$ cat config.mk
export PLATFORM = sky130hd
export DESIGN_NAME = bytecode_fetch
export DESIGN_NICKNAME = d
export VERILOG_FILES = /design/src/rtl/bytecode_fetch.sv
export SDC_FILE = /design/constraint.sdc
export NUM_CORES = 1
export LEC_CHECK = 0
export ABC_AREA = 1
export CAP_MARGIN = 10
export CORE_UTILIZATION = 40
export DETAILED_ROUTE_END_ITERATION = 10
export DONT_BUFFER_PORTS = 1
export GPL_TIMING_DRIVEN = 1
export HOLD_SLACK_MARGIN = 0.02
export PLACE_DENSITY = 0.67
export SETUP_SLACK_MARGIN = 0.5
export SLEW_MARGIN = 40
export SYNTH_ARGS = -nofsm -noshare
export SYNTH_HDL_FRONTEND = slang
export SYNTH_SLANG_ARGS = --single-unit
$ cat constraint.sdc
create_clock -name clk -period 1.6 [get_ports clk]
set_clock_uncertainty 0.2 [all_clocks]
set_input_delay 0.32 -clock clk [delete_from_list [all_inputs] [get_ports clk]]
set_output_delay 0.32 -clock clk [all_outputs]
set_load 0.1 [all_outputs]
$ cat src/rtl/bytecode_fetch.sv
// Bytecode front end: fetches an opcode plus 0..2 inline operand bytes
// from byte-wide synchronous memory and hands the instruction to execute.
module bytecode_fetch #(
    parameter int ADDR_W = 16
) (
    input  logic              clk,
    input  logic              rst_n,
    input  logic              start,
    input  logic [ADDR_W-1:0] start_addr,
    input  logic              stop,
    output logic              mem_rd,
    output logic [ADDR_W-1:0] mem_addr,
    input  logic [7:0]        mem_rdata,
    output logic [7:0]        opcode,
    input  logic [1:0]        argc,
    output logic              ins_valid,
    input  logic              ins_ready,
    output logic [ADDR_W-1:0] ins_pc,
    output logic [15:0]       arg,
    input  logic              redirect,
    input  logic [ADDR_W-1:0] redirect_addr,
    output logic              busy
);

    typedef enum logic [2:0] {
        IDLE,
        REQ_OP,
        LAT_OP,
        DEC,
        REQ_ARG,
        LAT_ARG,
        VALID
    } state_t;

    state_t            state;
    state_t            state_d;
    logic [ADDR_W-1:0] pc;
    logic [1:0]        remaining;
    logic              redir_hit;

    assign redir_hit = redirect && (state != IDLE);
    assign mem_rd    = (state == REQ_OP) || (state == REQ_ARG);
    assign mem_addr  = mem_rd ? pc : '0;
    assign ins_valid = (state == VALID);
    assign busy      = (state != IDLE);

    always_ff @(posedge clk or negedge rst_n) begin
        if (!rst_n) state <= IDLE;
        else        state <= state_d;
    end

    // stop beats redirect, redirect beats the normal sequence
    always_comb begin
        state_d = state;
        if (stop) begin
            state_d = IDLE;
        end else if (redir_hit) begin
            state_d = REQ_OP;
        end else begin
            unique case (state)
                IDLE:    if (start) state_d = REQ_OP;
                REQ_OP:  state_d = LAT_OP;
                LAT_OP:  state_d = DEC;
                DEC:     state_d = (argc == 2'd0) ? VALID : REQ_ARG;
                REQ_ARG: state_d = LAT_ARG;
                LAT_ARG: state_d = (remaining == 2'd1) ? VALID : REQ_ARG;
                VALID:   if (ins_ready) state_d = REQ_OP;
                default: state_d = IDLE;
            endcase
        end
    end

    always_ff @(posedge clk or negedge rst_n) begin
        if (!rst_n) begin
            pc        <= '0;
            ins_pc    <= '0;
            arg       <= '0;
            opcode    <= 8'h00;
            remaining <= 2'd0;
        end else if (stop) begin
            pc <= pc;
        end else if (redir_hit) begin
            pc <= redirect_addr;
        end else begin
            unique case (state)
                IDLE: begin
                    if (start) pc <= start_addr;
                end
                LAT_OP: begin
                    opcode    <= mem_rdata;
                    ins_pc    <= pc;
                    pc        <= pc + ADDR_W'(1);
                    arg       <= '0;
                    remaining <= 2'd0;
                end
                DEC: begin
                    remaining <= (argc == 2'b11) ? 2'd2 : argc;
                end
                LAT_ARG: begin
                    arg       <= {arg[7:0], mem_rdata};
                    pc        <= pc + ADDR_W'(1);
                    remaining <= remaining - 2'd1;
                end
                default: begin
                end
            endcase
        end
    end

endmodule

# After elaboration in Yosys (flattened, before gate mapping)

Cells that the tools add are included.

Flip-flop bits (word level): 61
Input port bits: 48
Output and inout port bits: 59

$add $sub $neg: 2
Equal/unequal tests: 11
Muxes and demuxes: 14
Bitwise logic cells: 2
Reductions and logical operators: 14

Operators by type and width:

| kind                                                 | count |
|---|---|
| case mux 16 bit (2 select lines)                     | 2 |
| 2-to-1 mux 16 bit                                    | 3 |
| case mux 3 bit (7 select lines)                      | 1 |
| adder 16 x 1 -> 16 bit (second input constant)       | 1 |
| 2-to-1 mux 3 bit                                     | 4 |
| AND reduction 3 bit                                  | 4 |
| equality test 3 bit (second input constant)          | 3 |
| nonzero test 3 bit                                   | 3 |
| equality test 3 x 2 -> 1 bit (second input constant) | 2 |
| 2-to-1 mux 2 bit                                     | 3 |
| case mux 2 bit (3 select lines)                      | 1 |
| != test 4 x 2 -> 1 bit (second input constant)       | 1 |
| != test 4 bit (second input constant)                | 1 |
| equality test 3 x 1 -> 1 bit (second input constant) | 1 |
| zero test 3 bit                                      | 1 |
| != test 3 bit (second input constant)                | 1 |
| equality test 2 x 1 -> 1 bit (second input constant) | 1 |
| equality test 2 bit (second input constant)          | 1 |
| zero test 2 bit                                      | 1 |
| NOT 1 bit                                            | 2 |
| AND reduction 2 bit                                  | 1 |
| nonzero test 2 bit                                   | 1 |
| OR reduction 2 bit                                   | 1 |
| subtractor 2 x 1 -> 2 bit (second input constant)    | 1 |
| other kinds (2)                                      | 2 |

# Logic depth before layout (Yosys ltp)

Gate-level depths: netlist (run 1).

Depth in word-level cells: 5
Gate-level depth with buffers: 10

# Worst setup path before layout (run 1)

No wires, ideal clock.

Path type: flip-flop to output port
Start point: reg state[1]
End point: out mem_addr[10]
Arrival time: 4.849 ns
Slack: -3.769 ns
Stages on the path, launching flop included: 7
Path buffers: 1
Cell sequence: dfrtp_1 -> inv_2 -> nand2_1 -> o21ai_0 -> inv_1 -> buf_2 -> nor2_1

Longest elaborated chain between the ends: 3
Elaborated cells on any way between the ends: 4

Ends and longest elaborated chain:

| item                                                                | line | text |
|---|---|---|
| start: declaration                                                  | 35   | `state_t state;` |
| start signal: assignment                                            | 49   | `else state <= state_d;` |
| equality test 3 x 1 -> 1 bit or equality test 3 bit (tied branches) | 42   | `assign mem_rd = (state == REQ_OP) \|\| (state == REQ_ARG);` |
| logical OR 1 bit (*)                                                | 42   |  |
| net mem_rd                                                          | 11   | `output logic mem_rd,` |
| 2-to-1 mux 16 bit (*)                                               | 43   | `assign mem_addr = mem_rd ? pc : '0;` |
| end: declaration                                                    | 12   | `output logic [ADDR_W-1:0] mem_addr,` |

The timed path passes the listed nets; every way through them passes the cells marked *.

# Worst setup path in the final report (run 1)

Start point: reg state[1]
End point: out mem_addr[6]

Longest elaborated chain between the ends: 3
Elaborated cells on any way between the ends: 4

Ends and longest elaborated chain:

| item                                                                | line |
|---|---|
| equality test 3 x 1 -> 1 bit or equality test 3 bit (tied branches) | 42 |
| logical OR 1 bit (*)                                                | 42 |
| 2-to-1 mux 16 bit (*)                                               | 43 |

Mark *: on every way between the ends. The rest lies on a longest branch, timed or not.

==> results of run 1 <==
==> routing by layer <==
layer / vias up / wire length, µm / global-route usage, %
met5: - / 0 / 0
met4: 0 / 289 / 10.1
met3: 36 / 881 / 7.48
met2: 175 / 6280 / 46.7
met1: 1729 / 4960 / 34.4
li1: 1634 / - / -
==> cells by family (layout without fill, tap and decap cells) <==
| kind of cell | after synthesis | count (layout) |
|---|---|---|
| simple gates | 212 | 212 |
| compound gates | 87 | 87 |
| buf+inv | 80 | 189 |
| flops | 61 | 61 |
| xor+xnor | 5 | 5 |
| fa+ha+maj | 2 | 2 |
==> synth_stat cells, types with 4 or more instances <==
cell	instances
nand3_1	28
o21ai_0	46
buf_2	11
a21oi_1	11
nand2_1	93
nor2_1	70
o22ai_1	5
nor2_2	7
o21ai_2	4
o211ai_1	4
o21ai_1	12
xor2_1	4
inv_1	60
dfrtp_1	61
==> where the power goes <==
part | switching, µW | internal, µW
clock network | 653 | 804
logic | 2060 | 1440
registers | 3280 | 2280
total | 5990 | 4520
==> metrics by stage <==
stage          util [%]  power [µW]  setup TNS (ns)  instances
2_1_floorplan         -        7170          -25.90        447
3_3_place_gp       56.2        8020           -6.84        597
3_5_place_dp       56.2        8100           -9.06        597
4_1_cts            68.6        9980          -22.04        650
5_1_grt            74.2       10900          -30.89        658
6_report           74.2       10500          -27.10        658
==> sequential cells by signal (all words and copies together), names as in the netlist <==
| register | flops |
|---|---|
| state | 3 |
| opcode | 8 |
| arg | 16 |
| pc | 16 |
| remaining | 2 |
| ins_pc | 16 |
==> repair_timing <==
action                                  in CTS  in global routing
endpoints found under the setup margin     120                120
resized for setup                          123                 98
buffers inserted                            17                  8
gates cloned                                10                  0
pin swaps                                   17                 18
hold endpoints to repair                    81                 63
==> worst min-delay path by stage <==
stage | to | slack (ns)
global route | arg[2]$_DFFE_PN0P_ | -0.55
detailed placement | arg[2]$_DFFE_PN0P_ | -0.17
floorplan | pc[0]$_DFFE_PN0P_ | -0.18
finish | arg[10]$_DFFE_PN0P_ | -0.53
CTS | arg[14]$_DFFE_PN0P_ | -0.54
global placement | arg[10]$_DFFE_PN0P_ | -0.17
==> worst max-delay path, stage by stage (launching register included) <==
cell,delay [ns]
dfrtp_2,0.45
nor2_4,0.14
nand2_2,0.08
o21ai_4,0.08
buf_12,0.15
inv_8,0.07
nor2_4,0.13
buf_12,0.18
==> area by class of cell <==
| type | count | area, µm² |
|---|---|---|
| Timing Repair inverter | 1 | 11.3 |
| Fill cell | 508 | 2040 |
| Clock buffer | 11 | 151 |
| Tap cell | 102 | 128 |
| Sequential cell | 61 | 1680 |
| Inverter | 64 | 280 |
| Timing Repair Buffer | 108 | 1410 |
| Multi-Input combinational cell | 306 | 2130 |
| Clock inverter | 5 | 58.8 |
==> results.py, run 1 <==
metrics = {
    "status": {
        "status": "finished with violations",
        "violations": "hold timing, setup timing",
    },
    "synth": {
        "synth-main-ff-cell": "dfrtp_1",
        "syn_area_per_cell_um2": 7.48,
        "synthSimpleGateAreaFrac_pct": 27.2,
        "synth-seq-cells": 61,
        "synth_area_mm2": 0.00334,
        "synth_compound_gate_area_share_pct": 14.9,
        "synth_edf_count": 0,
        "synth-xor-area-share_pct": 1.31,
        "yosys.area.top_type": "dfrtp_1",
        "syn_nets": 497,
        "synthAdderAreaFrac_pct": 0.748,
        "synthCells": 447,
        "yosys-top-cells-area": "dfrtp_1 46%, nand2_1 10%, nor2_1 7.9%",
        "synth_top_family_by_area": "simple AND/OR/NAND/NOR gates",
        "synth_async_sr_flop_share_pct": 100,
        "yosys_warnings": 0,
        "synth.distinct_cells": 32,
        "ys_seq_area_share_pct": 45.6,
        "yosysTopAreaCellShare_pct": 45.6,
        "synthMuxAreaShare_pct": 0,
    },
    "cts": {
        "clock_tree.buffer_depth": 2,
        "cts_made_buffers": 9,
        "h-tree-depth": 3,
        "cts_tree": "done",
        "cts-hold-fix-buffers": 10,
        "cts_sinks": 61,
        "cts-root-buf": "clkbuf_8",
        "clock_latency_ns": 0.34,
        "clk_pin_slew_worst_paths_ns": 0.08,
    },
    "floorplan": {
        "die_h_um": 93.4,
        "core_mm2": 0.00789,
        "placementRows": 32,
        "die_x_um": 93.4,
        "ioPinCount": 107,
        "dieArea_mm2": 0.00873,
        "start_util_pct": 42.4,
    },
    "placement": {
        "place_area_mm2": 0.00443,
        "hpwl_um": 6810,
        "io_buffers": 0,
        "dp_slack_ns": -0.180,
        "place_congestion": 0.919,
    },
    "power_and_ir_drop": {
        "p_leak_uw": 0.00264,
        "ir_worst_vdd_mv": 0.671,
        "pwr_density_cell_mw_per_mm2": 1800,
    },
    "flow_run": {
        "drv_cap": 0,
    },
    "drt": {
        "routed_via_density": 5.43,
        "drt_iter0_drc": 396,
        "drt-total-wl_um": 12400,
        "drcViolationCount": 0,
        "vias": 3574,
        "firstDrtPassIters": 6,
        "ant_nets": 0,
        "routedWlPerCell_um": 18.9,
    },
    "final_layout": {
        "fin_area_mm2": 0.00585,
        "syn2layout_area_growth_pct": 74.9,
        "nets": 601,
        "drive_above_1_share_pct": 52.5,
        "layout_common_cells": "70 x nand2_1, 57 x inv_1, 40 x dfrtp_4",
        "antenna_cells": 0,
        "final_common_cell": "nand2_1",
    },
    "worst_setup_path": {
        "reg2reg_to": "pc[15]$_DFFE_PN0P_",
        "r2r_slack_ns": -0.42,
        "worst_setup_path_end_kind": "output pin",
        "path_class": "reg2out",
        "cp.arrival_ns": 1.62,
        "worst_setup_path_start_kind": "register",
        "r2r_start": "state[1]$_DFFE_PN0P_",
        "critPathRequiredTime_ns": 1.08,
        "endpoint": "mem_addr[6]",
        "path_max_fanout": 8,
        "startpoint": "state[1]$_DFFE_PN0P_",
        "rr_worst_depth": 10,
    },
    "sta": {
        "finalMaxSlewViolations": 0,
        "finalHoldViolations": 63,
        "setup_viol": 79,
        "period_minus_slack_ns": 2.14,
        "fin_crit_sh_pct": 134,
        "fmax_mhz": 467,
        "whs_ns": -0.533,
        "maxSlewHeadroom_pct": 77.4,
        "setup_ws_ns": -0.543,
        "rsz0062_at_grt": "yes",
        "worst_pin_slew_ns": 0.339,
    },
    "global_route": {
        "grt_pass1_vias": 3568,
        "grt-ovfl-total": 0,
        "grt_pass1_wl_um": 18500,
        "grt_use_total_pct": 27.9,
        "grt_max_degree": 62,
        "antenna_found_initial": 0,
    },
    "worst_hold_path": {
        "hp-class": "in2async",
    },
}
Note: power is estimated with default switching activity, not from simulation.
==> run 2: changes to the inputs <==
--- a/config.mk
+++ b/config.mk
@@ -6,7 +6,7 @@
 export NUM_CORES = 1
 export LEC_CHECK = 0
 export ABC_AREA = 1
-export CAP_MARGIN = 10
+export CAP_MARGIN = 0
 export CORE_UTILIZATION = 40
 export DETAILED_ROUTE_END_ITERATION = 10
 export DONT_BUFFER_PORTS = 1
==> results of run 2 <==
Final layout, timing and power as in run 1 (identical DEF).
